`src/rtl/pw_equal_n_if.sv`:
```
// Spike-side bundle of the N-channel temporal equal primitive: input spikes
// from the race-logic fabric and the equal result returned to it.
interface pw_equal_n_if #(
  parameter int N_CH = 2,
  parameter int TW   = 4
);
  logic [N_CH-1:0] in_ch;
  logic            y;
  logic            y_valid;
  logic [TW-1:0]   t_out;
  logic            gamma_start;

  modport master (
    output in_ch,
    input  y,
    input  y_valid,
    input  t_out,
    input  gamma_start
  );

  modport slave (
    input  in_ch,
    output y,
    output y_valid,
    output t_out,
    output gamma_start
  );
endinterface

```
`src/rtl/pw_equal_n.sv`:
```
// N-channel temporal "equal" for pulse-width-encoded spikes: y pulses when every
// channel rises within TOL cycles of the first arrival inside one gamma cycle.
module pw_equal_n #(
  parameter int N_CH              = 2,
  parameter int GAMMA_CYCLE_WIDTH = 16,
  parameter int PULSE_WIDTH       = 8,
  parameter int TOL               = 0
) (
  input  logic         aclk,
  input  logic         grst,
  pw_equal_n_if.slave  bus
);
  localparam int TW = $clog2(GAMMA_CYCLE_WIDTH);

  localparam logic [1:0] S_IDLE    = 2'd0;
  localparam logic [1:0] S_COLLECT = 2'd1;
  localparam logic [1:0] S_FIRE    = 2'd2;
  localparam logic [1:0] S_DONE    = 2'd3;

  localparam logic [TW-1:0]   GMAX   = TW'(GAMMA_CYCLE_WIDTH - 1);
  localparam logic [TW-1:0]   PW_C   = TW'(PULSE_WIDTH);
  localparam logic [TW-1:0]   ONE_C  = TW'(1);
  localparam logic [TW-1:0]   ZERO_C = TW'(0);
  localparam logic [TW:0]     TOL_C  = (TW + 1)'(TOL);
  localparam logic [N_CH-1:0] ALL_C  = {N_CH{1'b1}};
  localparam logic [N_CH-1:0] NONE_C = {N_CH{1'b0}};

  logic [TW-1:0]   gcnt_r;
  logic [N_CH-1:0] in_q_r;
  logic [1:0]      state_r;
  logic [N_CH-1:0] mask_r;
  logic [TW-1:0]   t0_r;
  logic [TW:0]     deadline_r;
  logic [TW-1:0]   pcnt_r;
  logic            y_r;
  logic            y_valid_r;
  logic [TW-1:0]   t_out_r;

  logic [N_CH-1:0] edge_s;
  logic [N_CH-1:0] mask_nx_s;
  logic            wrap_s;
  logic            in_win_s;

  // Rising-edge detect, window test and end-of-gamma decode.
  always_comb begin
    edge_s    = bus.in_ch & ~in_q_r;
    mask_nx_s = mask_r | edge_s;
    wrap_s    = (gcnt_r == GMAX);
    in_win_s  = ({1'b0, gcnt_r} <= deadline_r);
  end

  // Gamma counter and input history; history survives the wrap so a held level is not a new event.
  always_ff @(posedge aclk or posedge grst) begin
    if (grst) begin
      gcnt_r <= ZERO_C;
      in_q_r <= NONE_C;
    end else begin
      gcnt_r <= wrap_s ? ZERO_C : (gcnt_r + ONE_C);
      in_q_r <= bus.in_ch;
    end
  end

  // Arrival collection and pulse generation; the wrap overrides everything so a pulse never spans gammas.
  always_ff @(posedge aclk or posedge grst) begin
    if (grst) begin
      state_r    <= S_IDLE;
      mask_r     <= NONE_C;
      t0_r       <= ZERO_C;
      deadline_r <= {(TW + 1){1'b0}};
      pcnt_r     <= ZERO_C;
      y_r        <= 1'b0;
      y_valid_r  <= 1'b0;
      t_out_r    <= ZERO_C;
    end else if (wrap_s) begin
      state_r   <= S_IDLE;
      mask_r    <= NONE_C;
      pcnt_r    <= ZERO_C;
      y_r       <= 1'b0;
      y_valid_r <= 1'b0;
    end else begin
      y_valid_r <= 1'b0;
      case (state_r)
        S_IDLE: begin
          if (|edge_s) begin
            t0_r       <= gcnt_r;
            mask_r     <= edge_s;
            deadline_r <= {1'b0, gcnt_r} + TOL_C;
            if (edge_s == ALL_C) begin
              state_r   <= S_FIRE;
              y_r       <= 1'b1;
              y_valid_r <= 1'b1;
              t_out_r   <= gcnt_r;
              pcnt_r    <= ONE_C;
            end else begin
              state_r <= S_COLLECT;
            end
          end else begin
            state_r <= S_IDLE;
          end
        end
        S_COLLECT: begin
          if (in_win_s && (mask_nx_s == ALL_C)) begin
            mask_r    <= mask_nx_s;
            state_r   <= S_FIRE;
            y_r       <= 1'b1;
            y_valid_r <= 1'b1;
            t_out_r   <= t0_r;
            pcnt_r    <= ONE_C;
          end else if (!in_win_s) begin
            state_r <= S_DONE;
          end else begin
            mask_r <= mask_nx_s;
          end
        end
        S_FIRE: begin
          if (pcnt_r == PW_C) begin
            y_r     <= 1'b0;
            state_r <= S_DONE;
          end else begin
            pcnt_r <= pcnt_r + ONE_C;
          end
        end
        S_DONE: begin
          y_r <= 1'b0;
        end
        default: begin
          state_r <= S_IDLE;
          y_r     <= 1'b0;
        end
      endcase
    end
  end

  assign bus.y           = y_r;
  assign bus.y_valid     = y_valid_r;
  assign bus.t_out       = t_out_r;
  assign bus.gamma_start = (gcnt_r == ZERO_C);

endmodule

```
`src/flat_wrapper.sv`:
```
// flat-port wrapper written by rule: the top's interface ports become plain ports
module pw_equal_n_flat 
#(
  parameter int N_CH              = 2,
  parameter int GAMMA_CYCLE_WIDTH = 16,
  parameter int PULSE_WIDTH       = 8,
  parameter int TOL               = 0
)
  (aclk, grst, bus_in_ch, bus_y, bus_y_valid, bus_t_out, bus_gamma_start);
  pw_equal_n_if #(.N_CH(N_CH), .TW(4)) bus_i ();
  input  logic aclk;
  input  logic grst;
  input wire logic [$bits(bus_i.in_ch)-1:0] bus_in_ch;
  output wire logic [$bits(bus_i.y)-1:0] bus_y;
  output wire logic [$bits(bus_i.y_valid)-1:0] bus_y_valid;
  output wire logic [$bits(bus_i.t_out)-1:0] bus_t_out;
  output wire logic [$bits(bus_i.gamma_start)-1:0] bus_gamma_start;
  assign bus_i.in_ch = bus_in_ch;
  assign bus_y = bus_i.y;
  assign bus_y_valid = bus_i.y_valid;
  assign bus_t_out = bus_i.t_out;
  assign bus_gamma_start = bus_i.gamma_start;
  pw_equal_n #(.N_CH(N_CH), .GAMMA_CYCLE_WIDTH(GAMMA_CYCLE_WIDTH), .PULSE_WIDTH(PULSE_WIDTH), .TOL(TOL)) u_core (.aclk(aclk), .grst(grst), .bus(bus_i));
endmodule
```
`config.mk`:
```
export PLATFORM = sky130hd
export DESIGN_NAME = pw_equal_n_flat
export DESIGN_NICKNAME = d
export VERILOG_FILES = /design/src/rtl/pw_equal_n_if.sv /design/src/rtl/pw_equal_n.sv /design/src/flat_wrapper.sv
export SDC_FILE = /design/constraint.sdc
export NUM_CORES = 1
export LEC_CHECK = 0
export ABC_AREA = 0
export CAP_MARGIN = 20
export CORE_MARGIN = 4
export CORE_UTILIZATION = 55
export CTS_CLUSTER_DIAMETER = 40
export DETAILED_ROUTE_END_ITERATION = 16
export DONT_BUFFER_PORTS = 1
export HOLD_SLACK_MARGIN = 0.1
export PLACE_DENSITY = 0.78
export SLEW_MARGIN = 40
export SYNTH_ARGS = -nofsm -noshare
export SYNTH_HDL_FRONTEND = slang
export SYNTH_SLANG_ARGS = --single-unit
```
`constraint.sdc`:
```
create_clock -name aclk -period 2.65 [get_ports aclk]
set_input_delay 0.1325 -clock aclk [delete_from_list [all_inputs] [get_ports aclk]]
set_output_delay 0.1325 -clock aclk [all_outputs]
set_load 0.01 [all_outputs]
```
# ---- Yosys cells after proc, flatten, opt, wreduce, memory -nomap -nowiden
# Index checks and enable logic that the tools add are counted.
dict set report word_totals {
  register_bits 24
  input_bits 4
  wordCells 80
}
dict set report classes {
  n_addsub 2
  order_cmp 1
  n_eq_ne 17
  muxes 34
  bitwise 4
  n_reduce_logical 13
}
# op n
set op_table {}
lappend op_table {{$mux W4} 9}
lappend op_table {{$mux W2} 10}
lappend op_table {{$ne A3 B1 Y1 const B} 4}
lappend op_table {{$pmux W4 S3} 1}
lappend op_table {{$reduce_and A5 Y1} 2}
lappend op_table {{$mux W1} 9}
lappend op_table {{$reduce_and A3 Y1} 3}
lappend op_table {{$add A4 B1 Y4 const B} 2}
lappend op_table {{$eq A2 B2 Y1 const B} 4}
lappend op_table {{$eq A4 B4 Y1 const B} 2}
lappend op_table {{$pmux W4 S2} 1}
lappend op_table {{$ne A2 B1 Y1 const B} 3}
lappend op_table {{$pmux W2 S3} 1}
lappend op_table {{$le A4 B4 Y1} 1}
lappend op_table {{$logic_not A4 Y1} 1}
lappend op_table {{$ne A4 B1 Y1 const B} 1}
lappend op_table {{$ne A4 B3 Y1 const B} 1}
lappend op_table {{$pmux W1 S4} 1}
lappend op_table {{$pmux W2 S2} 1}
lappend op_table {{$reduce_and A4 Y1} 1}
lappend op_table {{$reduce_bool A4 Y1} 1}
lappend op_table {{$ne A3 B2 Y1 const B} 1}
lappend op_table {{$reduce_bool A3 Y1} 1}
lappend op_table {{$and A2 B2 Y2} 1}
lappend op_table {{9 further kinds} 9}

# ---- Longest topological paths before layout
# Gate-level depths: netlist of run 1.
dict set report logic_depth {
  ltp_word 8
  mapped_depth 8
}

# ---- Worst setup path before layout of run 1
# No wires, ideal clock.
dict set report synth_path {
  path_kind {register to register}
  start {reg u_core.in_q_r[0]}
  end {reg u_core.t_out_r[0] (netlist: u_core.bus.t_out[0])}
  setup_ns 0.123
  t_arrival_ns 1.859
  t_required_ns 2.527
  setup_slack_ns 0.668
  stages_incl_launch_ff 9
  period_less_slack_ns 1.982
  cell_sequence {dfrtp_1 > nor2b_2 > inv_1 > ha_1 > nand3b_1 > a21oi_4 > or4b_4 > o22ai_1 > a21oi_1}
}
dict set report synth_via {
  elab_chain_cells 7
}
# element line
set synth_lines {}
lappend synth_lines {{start, declared} pw_equal_n.sv:29} ;# logic [N_CH-1:0] in_q_r;
lappend synth_lines {{start signal, assigned} pw_equal_n.sv:59} ;# in_q_r <= bus.in_ch;
lappend synth_lines {{$not A2 Y2 (*)} pw_equal_n.sv:46} ;# edge_s = bus.in_ch & ~in_q_r;
lappend synth_lines {{$and A2 B2 Y2 (*)} pw_equal_n.sv:46}
lappend synth_lines {{$or A2 B2 Y2} pw_equal_n.sv:47} ;# mask_nx_s = mask_r | edge_s;
lappend synth_lines {{$eq A2 B2 Y1} pw_equal_n.sv:102} ;# if (in_win_s && (mask_nx_s == ALL_C)) begin
lappend synth_lines {{$logic_and A1 B1 Y1} pw_equal_n.sv:102}
lappend synth_lines {{$ne A2 B1 Y1 (no line)} --}
lappend synth_lines {{$reduce_and A5 Y1 (no line) (*)} --}
lappend synth_lines {{end signal, assigned} pw_equal_n.sv:92} ;# t_out_r <= gcnt_r;
lappend synth_lines {{end signal, assigned} pw_equal_n.sv:107} ;# t_out_r <= t0_r;
lappend synth_lines {{end, declared} pw_equal_n.sv:37} ;# logic [TW-1:0] t_out_r;
# Every way passes the cells marked *; elsewhere a longest branch is shown, timed or not.
# A chain may end at the register's enable or synchronous reset.

# ---- Final worst setup path of run 1
dict set report layout_path {
  start {reg u_core.in_q_r[0]}
  end {reg u_core.pcnt_r[3]}
}
dict set report layout_via {
  elab_chain_cells 7
}
# element line
set layout_lines {}
lappend layout_lines {{$not A2 Y2 (*)} pw_equal_n.sv:46}
lappend layout_lines {{$and A2 B2 Y2 (*)} pw_equal_n.sv:46}
lappend layout_lines {{$or A2 B2 Y2} pw_equal_n.sv:47}
lappend layout_lines {{$eq A2 B2 Y1} pw_equal_n.sv:102}
lappend layout_lines {{$logic_and A1 B1 Y1} pw_equal_n.sv:102}
lappend layout_lines {{$ne A3 B1 Y1 (no line)} --}
lappend layout_lines {{$reduce_and A5 Y1 (no line) (*)} --}
lappend layout_lines {{end signal, assigned} pw_equal_n.sv:120} ;# pcnt_r <= pcnt_r + ONE_C;
lappend layout_lines {{end, declared} pw_equal_n.sv:34} ;# logic [TW-1:0] pcnt_r;
# Marks and branches as above.

==> run metrics, run 1 <==
critical path's largest stage delay=approximately 0.51 ns; initial core utilization=59.1%; Crit. Startpoint=u_core.in_q_r[0]; worst setup path class=flip-flop to flip-flop; H-tree levels=1; Synth-to-Final Area Change=5.24%; f_max=0.447 GHz; Yosys top cell area share=39.9%; Port Buffers=0; DR WL/cell=16.2 um; Max-cap violations=0; Post-layout nets=between 150 and 200; Rel. slew slack=59.6%; Placed Cells=181; Placement Setup Slack=around 0.44 ns; Worst Skew=0.00189 ns; Vias=~1200; Mapped Cells=154; chip width=60.3 um; Ports=11; ant diodes=0; CP endpoint kind=flip-flop; Die Area=3640 um2; met1 usage=25.5%; Slowest-stage cell, CP=o21ai_0; Num CTS Buffers=3; gr busiest metal=met2; Final setup viols=0; clock slew at reported path FFs=0.13 ns; worst hold margin=0.162 ns; largest net degree at the start of global routing=25; Synthesized Nets=172; Startpoint Class=flip-flop; root buf cell=clkbuf_4; final WL=3040 um; GRT Total Usage=19.3%; routing usage on met2=29.8%; Site Rows=18; Cell Pwr Density=611 nW/um2; layout cells sized above 1=10.8%; initial antenna violation count=0; Tmin final=2.24 ns; fin crit share=84.5%; required time worst endpoint=2.88 ns; Synth area leaders=dfrtp_1, ha_1, inv_1; Final WS setup=0.410 ns; leakage power=0.733 nW; RSZ-0062 raised after global routing=false; setup TNS=0 ns; syn avg cell area=around 9.8 um2; Setup Fix Bufs, Post-CTS=0; post-synth cell types=43; vias in the first global route=1202; Worst-Margin Slew=0.599 ns; global-route wire length before repair=between 5000 and 6000 um; FF-to-FF Start=u_core.in_q_r[0]; max-slew violations=0; CTS tree=done; post-synthesis sequential area ratio=about 40%; Initial DRT Pass Iterations=4; hold_sp=bus_in_ch[1]; final core occ=62.2%; Congestion Overflow GR=0; Longest Clk Path Bufs=2; outcome=completed; ANT nets after route=0; CTS Sinks=24; Post-Syn Area=1510 um2; fin cells=188; placed wire-length estimate=2270 um; Worst Path Arrival=2.47 ns; vias per cell=6.34; GR Layer Usage met3=a little under 4%; GP Congestion=0.943; Die Y=60.3 um; core area=about 2500 um2; final hold viol count=0; largest area contributor in the netlist=dfrtp_1; Hold Crit Class=primary input to flip-flop; 1st-iter DRT viols=37; Skew-Pair Late Insertion Delay=0.32 ns; DRC=0; crit path cell chain=nor2b_2 -> inv_1 -> ha_1 -> o21ai_0 -> nor2b_1 -> a31oi_1 -> a41o_1; count of state elements after synthesis=24; Max FO, Critical Path=5; Max VDD drop=0.000390 V; Synth Warn #=0
## through the flow
| step | instance area, um2 | power (mW) |
|---|---|---|
| after floorplan | 1510 | 0.705 |
| after global placement | 1520 | 0.753 |
| after detailed placement | 1520 | 0.768 |
| after CTS | 1580 | 0.965 |
| after global routing | 1580 | 1.03 |
| final | 1580 | 0.968 |
## per-layer routing
layer  up-vias  routed length (um)
met1       581                1390
met3        10                 160
met2        39                1400
met5         -                   0
li1        562                   -
met4         0                  81
## final timing paths
path / slack (ns) / endpoint / cells past startpoint
max in group asynchronous: 2.05 / u_core.pcnt_r[3] / 2
min reg2reg: 0.52 / u_core.mask_r[1] / 2
min: 0.16 / u_core.mask_r[1] / 3
min in group asynchronous: 0.28 / u_core.in_q_r[1] / 2
max: 0.41 / u_core.pcnt_r[3] / 7
max reg2reg: 0.41 / u_core.pcnt_r[3] / 7
## critical path, delay by kind of cell (launching register included)
kind,cells,cell delay [ns]
compound gates,3,0.86
simple gates,2,0.57
flops,1,0.41
fa+ha+maj,1,0.23
buf+inv,1,0.09
## placed cells by master, fill, tap and decap left out, types with 2 or more instances in the layout
cell and n:
ha_1 14, nand3_1 6, o21a_1 2, nand3b_1 2, mux2i_1 3, nand2_1 15, nor3_1 4, nand2b_1 3
dfrtp_1 24, o21ai_0 11, a21oi_1 11, inv_1 17, o22ai_1 8, and4_1 2, nor2b_2 2, clkbuf_4 3
dlygate4sd3_1 3
## registers in the layout (all words and copies together) (netlist names)
name	cells
u_core.bus.t_out	4
u_core.gcnt_r	4
u_core.pcnt_r	4
u_core.t0_r	4
u_core.in_q_r	2
u_core.mask_r	2
u_core.state_r	2
u_core.bus.y	1
u_core.bus.y_valid	1
## cell families (layout without fill, tap and decap cells)
| logic type | after synthesis | count (layout) | share of synthesized area (%) |
|---|---|---|---|
| AOI/OAI and AO/OA | 44 | 44 | 21.3 |
| xor gates and xnor gates | 1 | 1 | 0.582 |
| adders and majority gates | 14 | 14 | 11.6 |
| buffers and inverters | 22 | 26 | 6.65 |
| DFF | 24 | 24 | 39.9 |
| muxes | 4 | 4 | 2.74 |
| and+or+nand+nor | 45 | 45 | 17.2 |
## area by class of cell
cell class                 count  area, um2
tap                           30       37.5
clock buffer                   4       36.3
inverter                      18       67.6
multi-input combinational    108        805
sequential                    24        601
timing repair buffer           4       37.5
fill                         214        961
## synth_stat cells, drive strengths merged
library cell  number
a221oi             1
o22ai              9
dfrtp             24
a41o               1
a311oi             1
nand3b             2
o21ai             11
nand4              1
and3               1
o21a               2
nand2             15
a31oi              1
buf                1
nor3b              1
nor2               1
o41ai              1
or4b               1
nor2b              3
nor3               5
mux2               1
a311o              1
o21bai             1
ha                14
o31ai              1
or3                1
inv               18
and2               2
a21oi             12
mux2i              3
nand2b             3
clkbuf             3
a21o               1
xor2               1
a32o               1
and4               2
or2b               1
nand3              6
## power breakdown
part | switching (mW) | total [mW] | leakage [nW] | internal [mW]
logic | 0.155 | 0.277 | 0.400 | 0.122
registers | 0.0725 | 0.493 | 0.312 | 0.420
clock network | 0.114 | 0.199 | 0.0210 | 0.0841
## repair_timing
item / 4_1_cts / 5_1_grt
hold buffers: 3 / 0
gates resized for setup: 0 / 0
endpoints found under the hold margin: 26 / 0
(Power assumes the default switching activity.)
==> run 2: changes to the inputs <==
- ABC_AREA: 0 -> 1
- clock period: 2.65 -> 2.25 ns (I/O delays scaled with it)
==> run 2 against run 1 <==
Compared with the run above:
- global-route usage is 2.6 points lower
- combinational power is essentially flat
- synthesized cell count up 23%
- utilization is 1.0 points higher
- die area grew 0.50%
- critical path type unchanged
- highest routed layer unchanged
- clock power increased by 16%
- fmax up 31%
==> run metrics, run 2 <==
fillers=200 (was 214); ant diodes=0 (unchanged); Worst Path Arrival=1.93 ns (was 2.47 ns); DRC=0 (unchanged); Worst Reg-to-Reg Cells=9 (was 7); post-synth cell types=27 (was 43); setup TNS=0 ns (unchanged); reg2reg setup slack=0.54 ns (was 0.41 ns); leakage power=0.867 nW (was 0.733 nW); post-synthesis sequential area ratio=39.7% (was 39.9%); Congestion Overflow GR=0 (unchanged); H-tree levels=1 (unchanged); Site Rows=18 (unchanged); Max-cap violations=0 (unchanged); worst setup path class=flip-flop to flip-flop (unchanged); reg2reg end=u_core.bus.t_out[3] (was u_core.pcnt_r[3]); Final setup viols=0 (unchanged); most common cell after layout, fill and taps aside=nand2_1 (was dfrtp_1); Post-Syn Area=1510 um2 (about the same); Vias=1141 (was 1192); Crit. Startpoint=u_core.gcnt_r[3] (was u_core.in_q_r[0]); global-route wire length before repair=4660 um (was 5240 um); ys flop type=dfrtp_1 (unchanged); CTS tree=done (unchanged); CTS Sinks=24 (unchanged); part of the power in the clock network=21.7% (was 20.5%); sequential cell area=601 um2 (unchanged); Synth-to-Final Area Change=6.36% (was 5.24%); FF-to-FF Start=u_core.gcnt_r[3] (was u_core.in_q_r[0]); Synth area leaders=dfrtp_1, ha_1, nand2_1 (was dfrtp_1, ha_1, inv_1); vias per cell=5.07 (was 6.34); Setup Fix Bufs, Post-CTS=0 (unchanged); Hold EP=u_core.mask_r[1] (unchanged); initial antenna violation count=0 (unchanged); final WL=2630 um (was 3040 um); sw power=0.367 mW (was 0.342 mW); ANT nets after route=0 (unchanged); count of state elements after synthesis=24 (unchanged); chip width=60.5 um (was 60.3 um); initial core utilization=59.5% (was 59.1%); Max FO, Critical Path=8 (was 5); fin crit share=76.1% (was 84.5%); combinational fraction of design power=25.8% (was 28.6%); Synth Warn #=0 (unchanged); clock slew at reported path FFs=0.13 ns (about the same); max-slew violations=0 (unchanged); most instantiated cells after synthesis=nand2_1, inv_1, dfrtp_1, ha_1, nor2_1 (was dfrtp_1, inv_1, nand2_1, ha_1); Cell Pwr Density=659 nW/um2 (was 611 nW/um2); f_max=0.584 GHz (was 0.447 GHz); Num CTS Buffers=3 (unchanged); required time worst endpoint=2.47 ns (was 2.88 ns); Final Total Pwr=1.06 mW (was 0.968 mW); Startpoint Class=flip-flop (unchanged); core area=2540 um2 (unchanged); GP Congestion=0.861 (was 0.943); Hold Crit Class=primary input to flip-flop (unchanged); layout cells sized above 1=11.8% (was 10.8%); Port Buffers=0 (unchanged); top-count cell post-synth=nand2_1 (was dfrtp_1); Mapped Cells=189 (was 154); DR WL/cell=11.7 um (was 16.2 um); Post-layout nets=214 (was 177); Worst Skew=0.00411 ns (was 0.00189 ns); Skew-Pair Late Insertion Delay=0.32 ns (about the same); Longest Clk Path Bufs=2 (unchanged); Die Area=3660 um2 (was 3640 um2); Post-synth EDFFs=0 (unchanged); hold path depth=4 (was 3); placed wire-length estimate=2100 um (was 2270 um); hold_sp=bus_in_ch[1] (unchanged); Max VDD drop=0.000539 V (was 0.000390 V); Worst-Margin Slew=0.477 ns (was 0.599 ns); GRT Total Usage=16.7% (was 19.3%); 1st-iter DRT viols=46 (was 37); P_int=0.695 mW (was 0.626 mW); sequential power share=52.5% (was 50.9%); final hold viol count=0 (unchanged); Tmin final=1.71 ns (was 2.24 ns); vias in the first global route=1093 (was 1202); syn avg cell area=8.01 um2 (was 9.77 um2); Yosys top cell area share=39.7% (was 39.9%); commonest non-fill, non-tap cells in the layout=nand2_1, inv_1, dfrtp_1 (was dfrtp_1, inv_1, nand2_1); root buf cell=clkbuf_4 (unchanged); CP endpoint kind=flip-flop (unchanged); outcome=completed (unchanged); Initial DRT Pass Iterations=4 (unchanged); largest net degree at the start of global routing=25 (unchanged); Multi-input gate area=766 um2 (was 805 um2); Post-synth ARST share=100% (unchanged); largest area contributor in the netlist=dfrtp_1 (unchanged); RSZ-0062 raised after global routing=false (unchanged); Ports=11 (unchanged); Synthesized Nets=207 (was 172); Die Y=60.5 um (was 60.3 um); sw frac=34.6% (was 35.3%); Rel. slew slack=68.1% (was 59.6%)
-- run 2: cell type report --
class	instances	area share, %
clock buffers	4	2.25
inverters	35	8.24
multi-input cells	128	47.6
flip-flops and latches	24	37.3
well taps	30	2.33
repair buffers	4	2.33
-- run 2: worst max path at each step --
stage / end / slack (ns) / depth (start not counted)
after floorplan: u_core.bus.t_out[0] / 0.73 / 9
after global placement: u_core.bus.t_out[2] / 0.66 / 9
after detailed placement: u_core.bus.t_out[3] / 0.57 / 9
after CTS: u_core.bus.t_out[3] / 0.55 / 9
after global routing: u_core.bus.t_out[3] / 0.39 / 13
final: u_core.bus.t_out[3] / 0.54 / 9
-- run 2: metal layers --
layer,track usage (%),share of wire [%]
met1,22.6,49
met2,27.2,46
met3,2.98,3.6
met4,5.57,1.6
met5,0,0
-- run 2: per-stage QoR --
stage	util [%]	std cells	instance area [um2]	hold slack (ns)	setup slack, ns
2_1_floorplan	-	189	1510	0.127	0.734
3_3_place_gp	60.7	218	1540	0.144	0.665
3_5_place_dp	60.7	218	1540	0.0527	0.565
4_1_cts	63.3	225	1610	0.129	0.548
5_1_grt	63.3	225	1610	0.136	0.391
6_report	63.3	225	1610	0.131	0.537
-- run 2: logic make-up after synthesis --
| logic type | synth area share, % |
|---|---|
| AND/OR/NAND/NOR | 28.6 |
| buffers and inverters | 9.75 |
| AO/OA/AOI/OAI | 8.68 |
| flip-flops | 39.7 |
| adder cells (fa/ha/maj) | 11.6 |
| XOR/XNOR | 1.74 |
-- run 2: power groups by stage --
stage | sequential [mW] | combinational (mW) | clock (mW)
finish | 0.558 | 0.274 | 0.231
global route | 0.567 | 0.317 | 0.257
CTS | 0.558 | 0.275 | 0.237
detailed placement | 0.566 | 0.270 | 0
global placement | 0.566 | 0.258 | 0
floorplan | 0.552 | 0.224 | 0
-- run 2: repair_timing --
action,in CTS,in global routing
resized for setup,0,0
endpoints found under the hold margin,27,0
hold buffers,3,0
-- run 2: critical path: stages (launching register included) --
cell and delay, ns:
dfrtp_1 0.47, ha_1 0.32, a21oi_1 0.16, nand2_1 0.09, nand2_1 0.08, nand2_1 0.11
nand2_1 0.12, nand2_2 0.12, nand2_1 0.08, o21ai_1 0.06
==> run 3: changes to the inputs <==
- clock period: 2.25 -> 1.7 ns (I/O delays scaled with it)
==> run 3 against run 2 <==
Compared with the run above:
- clock power is 29% higher
- critical endpoint unchanged
- final area up 6.4%
- total power up 38%
- first-iteration DRC count down 17%
==> run metrics, run 3 (synthesis gave the netlist of run 2 again) <==
Site Rows=18 (unchanged); vias in the first global route=1134 (was 1093); 1st-iter DRT viols=38 (was 46); final core occ=67.4% (was 63.3%); Skew-Pair Late Insertion Delay=0.32 ns (about the same); Die Area=3660 um2 (unchanged); required time worst endpoint=1.91 ns (was 2.47 ns); Max-cap violations=0 (unchanged); reg2reg end=u_core.bus.t_out[3] (unchanged); Ports=11 (unchanged); leakage power=0.917 nW (was 0.867 nW); Synth-to-Final Area Change=13.2% (was 6.36%); CP endpoint kind=flip-flop (unchanged); global-route wire length before repair=4830 um (was 4660 um); fin crit share=97.3% (was 76.1%); most common cell after layout, fill and taps aside=nand2_1 (unchanged); Startpoint Class=flip-flop (unchanged); Final setup viols=0 (unchanged); H-tree levels=1 (unchanged); Max VDD drop=0.000661 V (was 0.000539 V); worst setup path endpoint=u_core.bus.t_out[3] (unchanged); Port Buffers=0 (unchanged); Post-layout nets=221 (was 214); Cell Pwr Density=858 nW/um2 (was 659 nW/um2); DRC=0 (unchanged); clock slew at reported path FFs=0.13 ns (about the same); max-slew violations=0 (unchanged); FF-to-FF Start=u_core.gcnt_r[1] (was u_core.gcnt_r[3]); Hold Crit Class=primary input to async pin (was primary input to flip-flop); Worst Path Arrival=1.86 ns (was 1.93 ns); vias per cell=5.22 (was 5.07); f_max=0.605 GHz (was 0.584 GHz); Max FO, Critical Path=8 (unchanged); placed wire-length estimate=2210 um (was 2100 um); Initial DRT Pass Iterations=4 (unchanged); core area=2540 um2 (unchanged); layout cells sized above 1=18.8% (was 11.8%); GRT Total Usage=17.4% (was 16.7%); outcome=completed (unchanged); final WL=2830 um (was 2630 um); Rel. slew slack=68.7% (was 68.1%); setup TNS=0 ns (unchanged); CTS Sinks=24 (unchanged); Worst-Margin Slew=0.469 ns (was 0.477 ns); RSZ-0062 raised after global routing=true (was false); initial core utilization=59.5% (unchanged); DR WL/cell=12.2 um (was 11.7 um); Die Y=60.5 um (unchanged); Longest Clk Path Bufs=2 (unchanged); Num CTS Buffers=3 (unchanged); ANT nets after route=0 (unchanged); root buf cell=clkbuf_4 (unchanged); worst setup path class=flip-flop to flip-flop (unchanged); final hold viol count=0 (unchanged); largest net degree at the start of global routing=15 (was 25); ant diodes=0 (unchanged); initial antenna violation count=0 (unchanged); Tmin final=1.65 ns (was 1.71 ns); Congestion Overflow GR=0 (unchanged); Crit. Startpoint=u_core.gcnt_r[1] (was u_core.gcnt_r[3]); Worst Reg-to-Reg Cells=11 (was 9); Vias=1212 (was 1141); GP Congestion=0.893 (was 0.861); chip width=60.5 um (unchanged); commonest non-fill, non-tap cells in the layout=nand2_1, inv_1, dfrtp_1 (unchanged); reg2reg setup slack=0.05 ns (was 0.54 ns); CTS tree=done (unchanged); Worst Skew=0.0118 ns (was 0.00411 ns)
[run 3: cell type report]
type                       count  area, um2
multi-input combinational    128        817
inverter                      35        133
fill                         203        831
sequential                    24        601
timing repair buffer          11       90.1
tap                           30       37.5
clock buffer                   4       36.3
[run 3: worst max-delay path, cell delays in order, from the launching register on]
cell and delay (ns):
dfrtp_1 0.45, ha_1 0.34, nand2_1 0.07, nand2_1 0.05
nand2_1 0.07, nand2_2 0.07, nand2_2 0.11, nand2_4 0.09
nand2_4 0.09, nand2_4 0.09, nand2_1 0.08, o21ai_1 0.05
[run 3: metal layers]
| layer | part of all wire [%] | up-vias | track usage [%] |
|---|---|---|---|
| met5 | 0 | - | 0 |
| met4 | 1.0 | 0 | 4.64 |
| met3 | 2.9 | 4 | 2.55 |
| met2 | 48 | 14 | 29.9 |
| met1 | 48 | 569 | 22.9 |
| li1 | - | 625 | - |
[run 3: report_power, final]
part	leakage (nW)	switching [mW]	internal [mW]
registers	0.313	0.0815	0.654
clock network	0.0210	0.167	0.131
logic	0.583	0.267	0.170
[run 3: what timing repair did]
item,CTS,global route
setup buffers,0,3
endpoints found under the setup margin,0,12
hold buffers,3,0
hold endpoints to repair,28,0
resized for setup,0,15
[run 3: worst min path at each step]
stage	slack, ns	cells past startpoint	to
after global routing	0.23	2	u_core.pcnt_r[2]
after CTS	0.23	2	u_core.pcnt_r[2]
after floorplan	0.1	1	u_core.bus.t_out[0]
after global placement	0.01	1	u_core.pcnt_r[3]
final	0.20	2	u_core.pcnt_r[2]
after detailed placement	0.02	1	u_core.pcnt_r[2]
[run 3: per-stage QoR]
step | setup WS (ns) | total power [mW] | hold WS, ns | cells | instance area (um2)
floorplan | 0.184 | 1.03 | 0.0996 | 189 | 1510
global route | -0.0538 | 1.58 | 0.226 | 232 | 1710
global placement | 0.0683 | 1.09 | 0.0132 | 222 | 1570
finish | 0.0459 | 1.47 | 0.203 | 232 | 1710
CTS | 0.0132 | 1.42 | 0.226 | 229 | 1640
detailed placement | 0.0417 | 1.11 | 0.0223 | 222 | 1570
